File: config.mk
export PLATFORM = sky130hd
export DESIGN_NAME = z80_wait_controller
export DESIGN_NICKNAME = d
export VERILOG_FILES = /design/src/rtl/z80_wait_controller.sv
export SDC_FILE = /design/constraint.sdc
export NUM_CORES = 1
export LEC_CHECK = 0
export CAP_MARGIN = 10
export CORE_ASPECT_RATIO = 0.8
export CORE_UTILIZATION = 55
export DETAILED_ROUTE_END_ITERATION = 10
export GPL_TIMING_DRIVEN = 0
export PLACE_DENSITY = 0.84
export SETUP_SLACK_MARGIN = 0.02
export SYNTH_ARGS = -nofsm -noshare
export SYNTH_HDL_FRONTEND = slang
export SYNTH_SLANG_ARGS = --single-unit
File: constraint.sdc
create_clock -name i_clk -period 4.6 [get_ports i_clk]
set_input_delay 0.92 -clock i_clk [delete_from_list [all_inputs] [get_ports i_clk]]
set_output_delay 0.92 -clock i_clk [all_outputs]
set_load 0.02 [all_outputs]
File: src/rtl/z80_wait_controller.sv
// Programmable per-device Z80 wait-state generator with READY extension and a sticky timeout.
// Config bytes and status sit on a small I/O register window; o_wait drives the WAIT_n buffer.
module z80_wait_controller #(
  parameter int unsigned NUM_DEV  = 4,
  parameter int unsigned WS_WIDTH = 4,
  parameter int unsigned TIMEOUT  = 64,
  parameter int unsigned DEV_W    = $clog2(NUM_DEV),
  parameter int unsigned ADDR_W   = DEV_W + 1
) (
  input  logic              i_clk,
  input  logic              i_reset_n,
  input  logic              i_cs_n,
  input  logic              i_wr_n,
  input  logic [ADDR_W-1:0] i_addr,
  input  logic [7:0]        i_data,
  output logic [7:0]        o_data,
  input  logic              i_iorq_n,
  input  logic              i_mreq_n,
  input  logic [DEV_W-1:0]  i_device,
  input  logic              i_ready,
  output logic              o_wait,
  output logic              o_timeout
);

  // Config storage is padded to a power of two so any i_device value indexes safely;
  // slots at or above NUM_DEV are never written and stay zero.
  localparam int unsigned DevSlots = 1 << DEV_W;
  localparam int unsigned TcntW    = $clog2(TIMEOUT + 1);
  localparam logic [7:0]  CfgMask  = 8'hC0 | 8'((1 << WS_WIDTH) - 1);

  typedef enum logic [1:0] {StIdle, StCount, StExtend, StDone} state_e;

  logic [7:0]          cfg_q [DevSlots];
  logic [7:0]          cfg_d [DevSlots];
  state_e              state_q, state_d;
  logic [WS_WIDTH-1:0] cnt_q, cnt_d;
  logic [TcntW-1:0]    tcnt_q, tcnt_d;
  logic                rdy_en_q, rdy_en_d;
  logic [DEV_W-1:0]    dev_q, dev_d;
  logic                to_q, to_d;
  logic [DEV_W-1:0]    to_dev_q, to_dev_d;
  logic                req_q;

  logic                req, trig, wr_en, cfg_hit, stat_hit;
  logic [WS_WIDTH-1:0] n_sel;
  logic                rdy_sel;
  logic [2:0]          status_dev;

  assign wr_en      = ~i_cs_n & ~i_wr_n;
  assign cfg_hit    = i_addr < ADDR_W'(NUM_DEV);
  assign stat_hit   = i_addr == ADDR_W'(NUM_DEV);
  assign req        = ~i_iorq_n | (~i_mreq_n & cfg_q[i_device][6]);
  assign trig       = req & ~req_q;
  assign n_sel      = cfg_q[i_device][WS_WIDTH-1:0];
  assign rdy_sel    = cfg_q[i_device][7];
  assign status_dev = 3'(to_dev_q);

  always_comb begin
    for (int i = 0; i < DevSlots; i++) begin
      cfg_d[i] = cfg_q[i];
      if (wr_en && cfg_hit && (i_addr[DEV_W-1:0] == DEV_W'(i))) begin
        cfg_d[i] = i_data & CfgMask;
      end
    end
  end

  always_comb begin
    o_data = 8'h00;
    if (cfg_hit) begin
      o_data = cfg_q[i_addr[DEV_W-1:0]];
    end else if (stat_hit) begin
      o_data = {to_q, 4'b0000, status_dev};
    end
  end

  always_comb begin
    state_d  = state_q;
    cnt_d    = cnt_q;
    tcnt_d   = tcnt_q;
    rdy_en_d = rdy_en_q;
    dev_d    = dev_q;
    to_d     = to_q;
    to_dev_d = to_dev_q;

    // Clear first so a timeout landing on the same clock takes priority.
    if (wr_en && stat_hit) begin
      to_d = 1'b0;
    end

    if (!req) begin
      state_d = StIdle;
      cnt_d   = '0;
      tcnt_d  = '0;
    end else begin
      unique case (state_q)
        StIdle: begin
          if (trig) begin
            dev_d    = i_device;
            rdy_en_d = rdy_sel;
            tcnt_d   = '0;
            if (n_sel != '0) begin
              state_d = StCount;
              cnt_d   = n_sel;
            end else if (rdy_sel) begin
              state_d = StExtend;
            end else begin
              state_d = StDone;
            end
          end
        end
        StCount: begin
          cnt_d = cnt_q - 1'b1;
          if (cnt_q == WS_WIDTH'(1)) begin
            tcnt_d  = '0;
            state_d = rdy_en_q ? StExtend : StDone;
          end
        end
        StExtend: begin
          if (i_ready) begin
            state_d = StDone;
          end else if (tcnt_q == TcntW'(TIMEOUT - 1)) begin
            state_d  = StDone;
            to_d     = 1'b1;
            to_dev_d = dev_q;
          end else begin
            tcnt_d = tcnt_q + 1'b1;
          end
        end
        StDone: begin
          state_d = StDone;
        end
        default: begin
          state_d = StIdle;
        end
      endcase
    end
  end

  always_ff @(posedge i_clk or negedge i_reset_n) begin
    if (!i_reset_n) begin
      for (int i = 0; i < DevSlots; i++) begin
        cfg_q[i] <= 8'h00;
      end
      state_q  <= StIdle;
      cnt_q    <= '0;
      tcnt_q   <= '0;
      rdy_en_q <= 1'b0;
      dev_q    <= '0;
      to_q     <= 1'b0;
      to_dev_q <= '0;
      req_q    <= 1'b0;
    end else begin
      for (int i = 0; i < DevSlots; i++) begin
        cfg_q[i] <= cfg_d[i];
      end
      state_q  <= state_d;
      cnt_q    <= cnt_d;
      tcnt_q   <= tcnt_d;
      rdy_en_q <= rdy_en_d;
      dev_q    <= dev_d;
      to_q     <= to_d;
      to_dev_q <= to_dev_d;
      req_q    <= req;
    end
  end

  assign o_wait    = req & ((state_q == StCount) | (state_q == StExtend));
  assign o_timeout = to_q;

endmodule

==> flow_summary.yaml, run 1 <==
clock_network:
  clk_transition_reported_paths_ns: 0.09
  clk_latency_ns: 0.30
  cts_root_buffer: "clkbuf_8"
  cts_buffer_depth: 2
  cts-hold-fix-buffers: 0
  clock_tree.htree_level_count: 2
  cts_sinks: 44
  tritoncts: "yes"
  cts.repair.resized: 0
  number_of_buffers_added_by_the_clock_tree_synthesis_step: 5
  cts.repair_timing.setup_buffer_count: 0
placed_design:
  gp_congestion: 0.8862
  post-place-ws_ns: 0.9850
  detailedPlacementHpwl_microns: 4000
  place.port_buffers: 21
  detailed_place.area_sq_mm: 0.002835
  placed_cells_incl_taps: 303
global_routing:
  grt-ovfl-total: 0
  grt_start_max_net_pins: 37
  number_of_global_route_vias_before_repair: 1867
  grt.total_usage: 0.2498
  grt_first_pass_wirelength_microns: 9183
  grt_antenna_before_repair: 0
pwr:
  power.leakage_nw: 1.260
  pwr_density_cell_mw_per_mm2: 480.4
  ir_drop_mv: 0.2608
  totalPowerFinal_mw: 1.420
cells_and_area:
  final_net_count: 280
  syn_to_final_growth_pct: 16.63
  layout.core_utilization: 0.6861
  nFillCells: 325
  antenna_diode_count: 0
  post_layout_nonfiller_instances: 311
  drive_gt1_frac: 0.2323
  fin_area_sq_mm: 0.002957
critical_path:
  setup.worst_path.class: "input port to primary output"
  crit_path_start_kind: "input port"
  reg2reg_slack_ns: 2.44
  timing.critical_path.required_ns: 3.68
  crit_path_end_kind: "primary output"
  path_max_fanout: 10
  worstPathArrival_ns: 2.75
die:
  vert_die_dim_microns: 62.72
  core.rowCount: 21
  coreArea_sq_mm: 0.004309
  initial_core_util: 0.5883
  fp.dieW_microns: 77.90
  io-pin-count: 30
  fp.dieArea_sq_mm: 0.004886
logic_synthesis:
  syn-mean-instance-area_sq_um: 11.37
  synth_enable_flop_cells: 0
  yosysUniqueCellTypes: 41
  async_reset_ff_frac: 1.000
  syn-instance-count: 223
  yosys_register_bits: 44
  yosys_synthesis_warning_count: 0
  yosysSeqAreaShare: 0.4344
  post_synth_instance_area_sq_mm: 0.002535
  yosys_most_used_dff: "dfrtp_1"
route:
  antenna_violating_nets_post_route: 0
  total_number_of_vias: 1854
  post-route-drc-count: 0
  detailedRoute.firstPassIterationCount: 4
  wl_microns: 5394
  vias_per_cell: 5.961
  wl_per_cell_microns: 17.34
  number_of_drc_violations_after_detailed_routing_iteration_0: 139
sta:
  max_slew_margin: 0.4059
  finalHoldViolations: 0
  skew_ns: 0.01047
  setup_tns_ns: 0
  fmax_mhz: 272.7
  final_critical_path_setup_slack_ns: 0.9326
  final.period_utilization: 0.7973
  unrepaired_setup_endpoints_after_global_routing: "false"
  period_minus_slack_ns: 3.667
  final_max_slew_viol_count: 0
  fin_worst_hold_slack_ns: 0.4810
  total_setup_violations_reported_at_the_end_of_the_flow: 0
  tightestPinTransition_ns: 0.8799
min_path:
  hold_path_class: "input port to async pin"
outcome:
  result_of_the_run: "completed"
flow_run:
  maxCapViolations: 0
[path summary, 6_finish.rpt]
check	startpoint	endpoint	cells after the start
min in group i_clk	dev_q[1]	dev_q[1]	1
max reg2reg	cnt_q[0]	state_q[0]	6
min	i_reset_n	cfg_q[24]	1
max in group asynchronous	i_reset_n	tcnt_q[0]	2
max	i_addr[2]	o_data[0]	5
min reg2reg	dev_q[1]	dev_q[1]	1
[layout by cell type (no fill, tap or decap), drive strengths merged, types with 3 or more instances in the layout]
cell type | Yosys | final
nor2 | 15 | 15
nand2 | 11 | 11
nand3 | 12 | 12
a21oi | 12 | 12
buf | 5 | 7
mux2i | 4 | 4
ha | 7 | 7
mux4 | 11 | 11
a31oi | 5 | 5
inv | 12 | 12
dfrtp | 44 | 44
o21ai | 5 | 5
nor2b | 8 | 8
o2bb2ai | 4 | 4
o21a | 3 | 3
and2 | 3 | 3
clkdlybuf4s50 | 0 | 20
nor3 | 5 | 5
mux2 | 31 | 31
clkbuf | 5 | 11
[logic make-up after synthesis]
family                     share of synthesized area
muxes                                         0.2542
other                                       0.001479
buffers and inverters                        0.03948
and+or+nand+nor                               0.1333
DFF                                           0.4344
AOI/OAI and AO/OA                             0.1027
adders and majority gates                    0.03455
[routing by layer]
layer / track usage / up-vias / share of wire
li1: - / 877 / -
met1: 0.3402 / 918 / 0.45
met2: 0.3927 / 55 / 0.49
met3: 0.06277 / 4 / 0.055
met4: 0.08565 / 0 / 0.0095
met5: 0 / - / 0
[Yosys cell counts, types with 2 or more instances]
| master | instances | area (sq um) |
|---|---|---|
| buf_2 | 2 | 10.01 |
| nor2_1 | 15 | 56.30 |
| o211ai_1 | 2 | 15.01 |
| nor2b_1 | 8 | 50.05 |
| ha_1 | 7 | 87.58 |
| nor3_1 | 5 | 25.02 |
| nand2b_1 | 2 | 12.51 |
| mux2i_1 | 4 | 40.04 |
| nand2_1 | 11 | 41.29 |
| and2_1 | 3 | 18.77 |
| o2bb2ai_1 | 4 | 35.03 |
| nand3_1 | 12 | 60.06 |
| mux4_1 | 2 | 52.55 |
| dfrtp_1 | 44 | 1101 |
| a31oi_1 | 5 | 31.28 |
| a21oi_1 | 12 | 60.06 |
| inv_1 | 12 | 45.04 |
| o21ai_0 | 5 | 25.02 |
| clkbuf_1 | 5 | 18.77 |
| mux4_2 | 9 | 202.7 |
| buf_4 | 2 | 15.01 |
| mux2_2 | 31 | 349.1 |
| o21a_1 | 3 | 22.52 |
[sequential cells by signal, summed over array words and instances (netlist names)]
register,count
to_dev_q,2
state_q,2
req_q,1
rdy_en_q,1
o_timeout,1
cnt_q,4
dev_q,2
tcnt_q,7
cfg_q,24
[where the power goes]
group | switching (mW) | total [mW] | leakage, nW | internal, mW
registers | 0.0848 | 0.562 | 0.560 | 0.477
logic | 0.277 | 0.545 | 0.639 | 0.268
clock network | 0.136 | 0.314 | 0.0614 | 0.178
total | 0.498 | 1.42 | 1.26 | 0.923
[worst max-delay path, cell delays in order]
cell and delay [ns]:
clkdlybuf4s50_1 0.49, clkbuf_1 0.37, nand3_1 0.20, o21ai_0 0.13, clkdlybuf4s50_1 0.63
[layout make-up]
type                            instances  area (sq um)  share of cell area
Buffer                                 10         55.05             0.01862
Clock buffer                            6         82.58             0.02793
Clock inverter                          2         38.79             0.01312
Inverter                               12         45.04             0.01523
Multi-Input combinational cell        158          1338              0.4524
Sequential cell                        44          1101              0.3724
Tap cell                               57         71.32             0.02412
Timing Repair Buffer                   22         225.2             0.07617
Power figures use the tool's default switching activity.
==> run 2, diff against run 1 <==
--- a/config.mk
+++ b/config.mk
@@ -7,10 +7,10 @@
 export LEC_CHECK = 0
 export CAP_MARGIN = 10
 export CORE_ASPECT_RATIO = 0.8
-export CORE_UTILIZATION = 55
+export CORE_UTILIZATION = 50
 export DETAILED_ROUTE_END_ITERATION = 10
 export GPL_TIMING_DRIVEN = 0
-export PLACE_DENSITY = 0.84
+export PLACE_DENSITY = 0.8
 export SETUP_SLACK_MARGIN = 0.02
 export SYNTH_ARGS = -nofsm -noshare
 export SYNTH_HDL_FRONTEND = slang
==> constraint.sdc (replaced) <==
create_clock -name i_clk -period 3.29 [get_ports i_clk]
set_input_delay 0.658 -clock i_clk [delete_from_list [all_inputs] [get_ports i_clk]]
set_output_delay 0.658 -clock i_clk [all_outputs]
set_load 0.02 [all_outputs]
==> flow_summary.yaml, run 2 (synthesis gave the netlist of run 1 again) <==
clock_network:
  cts_root_buffer: "clkbuf_8"
  clk_transition_reported_paths_ns: 0.08
  clk_latency_ns: 0.30
  number_of_buffers_added_by_the_clock_tree_synthesis_step: 5
  cts.repair_timing.setup_buffer_count: 0
  cts_sinks: 44
  tritoncts: "yes"
  clock_tree.htree_level_count: 2
  cts_buffer_depth: 2
global_routing:
  grt.total_usage: 0.2244
  grt_antenna_before_repair: 0
  number_of_global_route_vias_before_repair: 1822
  grt-ovfl-total: 0
  grt_first_pass_wirelength_microns: 8769
  grt_start_max_net_pins: 30
critical_path:
  path_max_fanout: 10
  timing.critical_path.required_ns: 2.63
  setup.worst_path.class: "input port to primary output"
  crit_path_start_kind: "input port"
  crit_path_end_kind: "primary output"
  reg2reg_slack_ns: 1.19
  worstPathArrival_ns: 2.55
sta:
  unrepaired_setup_endpoints_after_global_routing: "false"
  max_slew_margin: 0.4638
  finalHoldViolations: 0
  total_setup_violations_reported_at_the_end_of_the_flow: 0
  final.period_utilization: 0.9758
  final_max_slew_viol_count: 0
  period_minus_slack_ns: 3.210
  skew_ns: 0.001711
  final_critical_path_setup_slack_ns: 0.07961
  setup_tns_ns: 0
  fmax_mhz: 311.5
  tightestPinTransition_ns: 0.7942
placed_design:
  detailed_place.area_sq_mm: 0.002839
  place.port_buffers: 21
  post-place-ws_ns: 0.1345
  gp_congestion: 0.8040
  detailedPlacementHpwl_microns: 3803
pwr:
  power_frac_seq: 0.413
  totalPowerFinal_mw: 1.898
  part_of_the_total_power_dissipated_in_combinational_logic: 0.395
  clkPwrFrac: 0.193
  power.switching_fraction: 0.3617
  power_report.internal_total_mw: 1.211
  pwr_density_cell_mw_per_mm2: 645.9
  reported_net_switching_power_mw: 0.6864
  ir_drop_mv: 0.3684
  power.leakage_nw: 1.245
cells_and_area:
  drive_gt1_frac: 0.2362
  commonest_cells_after_routing_fill_and_taps_aside: "dfrtp_1 (44), mux2_2 (31), clkdlybuf4s50_1 (20)"
  fin_area_sq_mm: 0.002938
  final_common_cell: "dfrtp_1"
  register_containing_the_most_flip_flops_in_the_final_layout: "cfg_q"
  largest_register_ffs: 24
  nFillCells: 381
  final_net_count: 280
  largest_registers: "cfg_q: 24 flops, tcnt_q: 7 flops, cnt_q: 4 flops"
  antenna_diode_count: 0
  syn_to_final_growth_pct: 15.89
  layout.core_utilization: 0.6205
min_path:
  hold_path_class: "input port to async pin"
route:
  post-route-drc-count: 0
  total_number_of_vias: 1863
  number_of_drc_violations_after_detailed_routing_iteration_0: 121
  vias_per_cell: 5.933
  detailedRoute.firstPassIterationCount: 5
  antenna_violating_nets_post_route: 0
  wl_microns: 5218
  wl_per_cell_microns: 16.62
die:
  fp.dieArea_sq_mm: 0.005360
  initial_core_util: 0.5354
  vert_die_dim_microns: 65.69
  coreArea_sq_mm: 0.004735
  fp.dieW_microns: 81.61
  io-pin-count: 30
  core.rowCount: 22
outcome:
  result_of_the_run: "completed"
flow_run:
  maxCapViolations: 0
[run 2: critical path, stage by stage]
cell,delay [ns]
clkdlybuf4s50_1,0.51
clkbuf_1,0.41
nand3_1,0.16
o21ai_0,0.16
clkdlybuf4s50_1,0.66
[run 2: layout make-up]
cell class / instances / area [sq um] / area share
multi-input cells: 158 / 1338 / 0.4553
flip-flops and latches: 44 / 1101 / 0.3748
repair buffers: 22 / 225.2 / 0.07666
clock buffers: 6 / 82.58 / 0.02811
well taps: 60 / 75.07 / 0.02555
plain buffers: 10 / 56.30 / 0.01917
inverters: 12 / 45.04 / 0.01533
clock inverters: 2 / 15.01 / 0.005111
[run 2: power by group through the flow]
stage / Sequential, mW / Combinational (mW) / Clock, mW
finish: 0.783 / 0.749 / 0.366
global route: 0.802 / 0.837 / 0.398
CTS: 0.780 / 0.749 / 0.373
floorplan: 0.753 / 0.577 / 0
global placement: 0.782 / 0.728 / 0
detailed placement: 0.791 / 0.744 / 0
[run 2: path summary, 6_finish.rpt]
| kind | to | cells past startpoint | startpoint |
|---|---|---|---|
| max in group asynchronous | state_q[1] | 2 | i_reset_n |
| max | o_data[1] | 5 | i_addr[2] |
| min | cfg_q[7] | 1 | i_reset_n |
| max reg2reg | tcnt_q[4] | 8 | state_q[1] |
| min reg2reg | o_timeout | 2 | o_timeout |
| min in group i_clk | o_timeout | 2 | o_timeout |
[run 2: per-layer routing]
layer	up-vias	routed length, microns	track usage
met5	-	0	0
met3	4	181	0.04583
met1	937	2480	0.3148
li1	880	-	-
met2	42	2501	0.3469
met4	0	54	0.07456
[run 2: through the flow]
stage          std cells  hold slack (ns)
3_5_place_dp         306           0.4969
2_1_floorplan        224           0.3624
3_3_place_gp         305           0.4928
6_report             314           0.2631
4_1_cts              314           0.2670
5_1_grt              314           0.2810
[run 2: timing repair]
item,CTS,global route
setup endpoints to repair,0,1
resized for setup,0,2
hold buffers,0,0
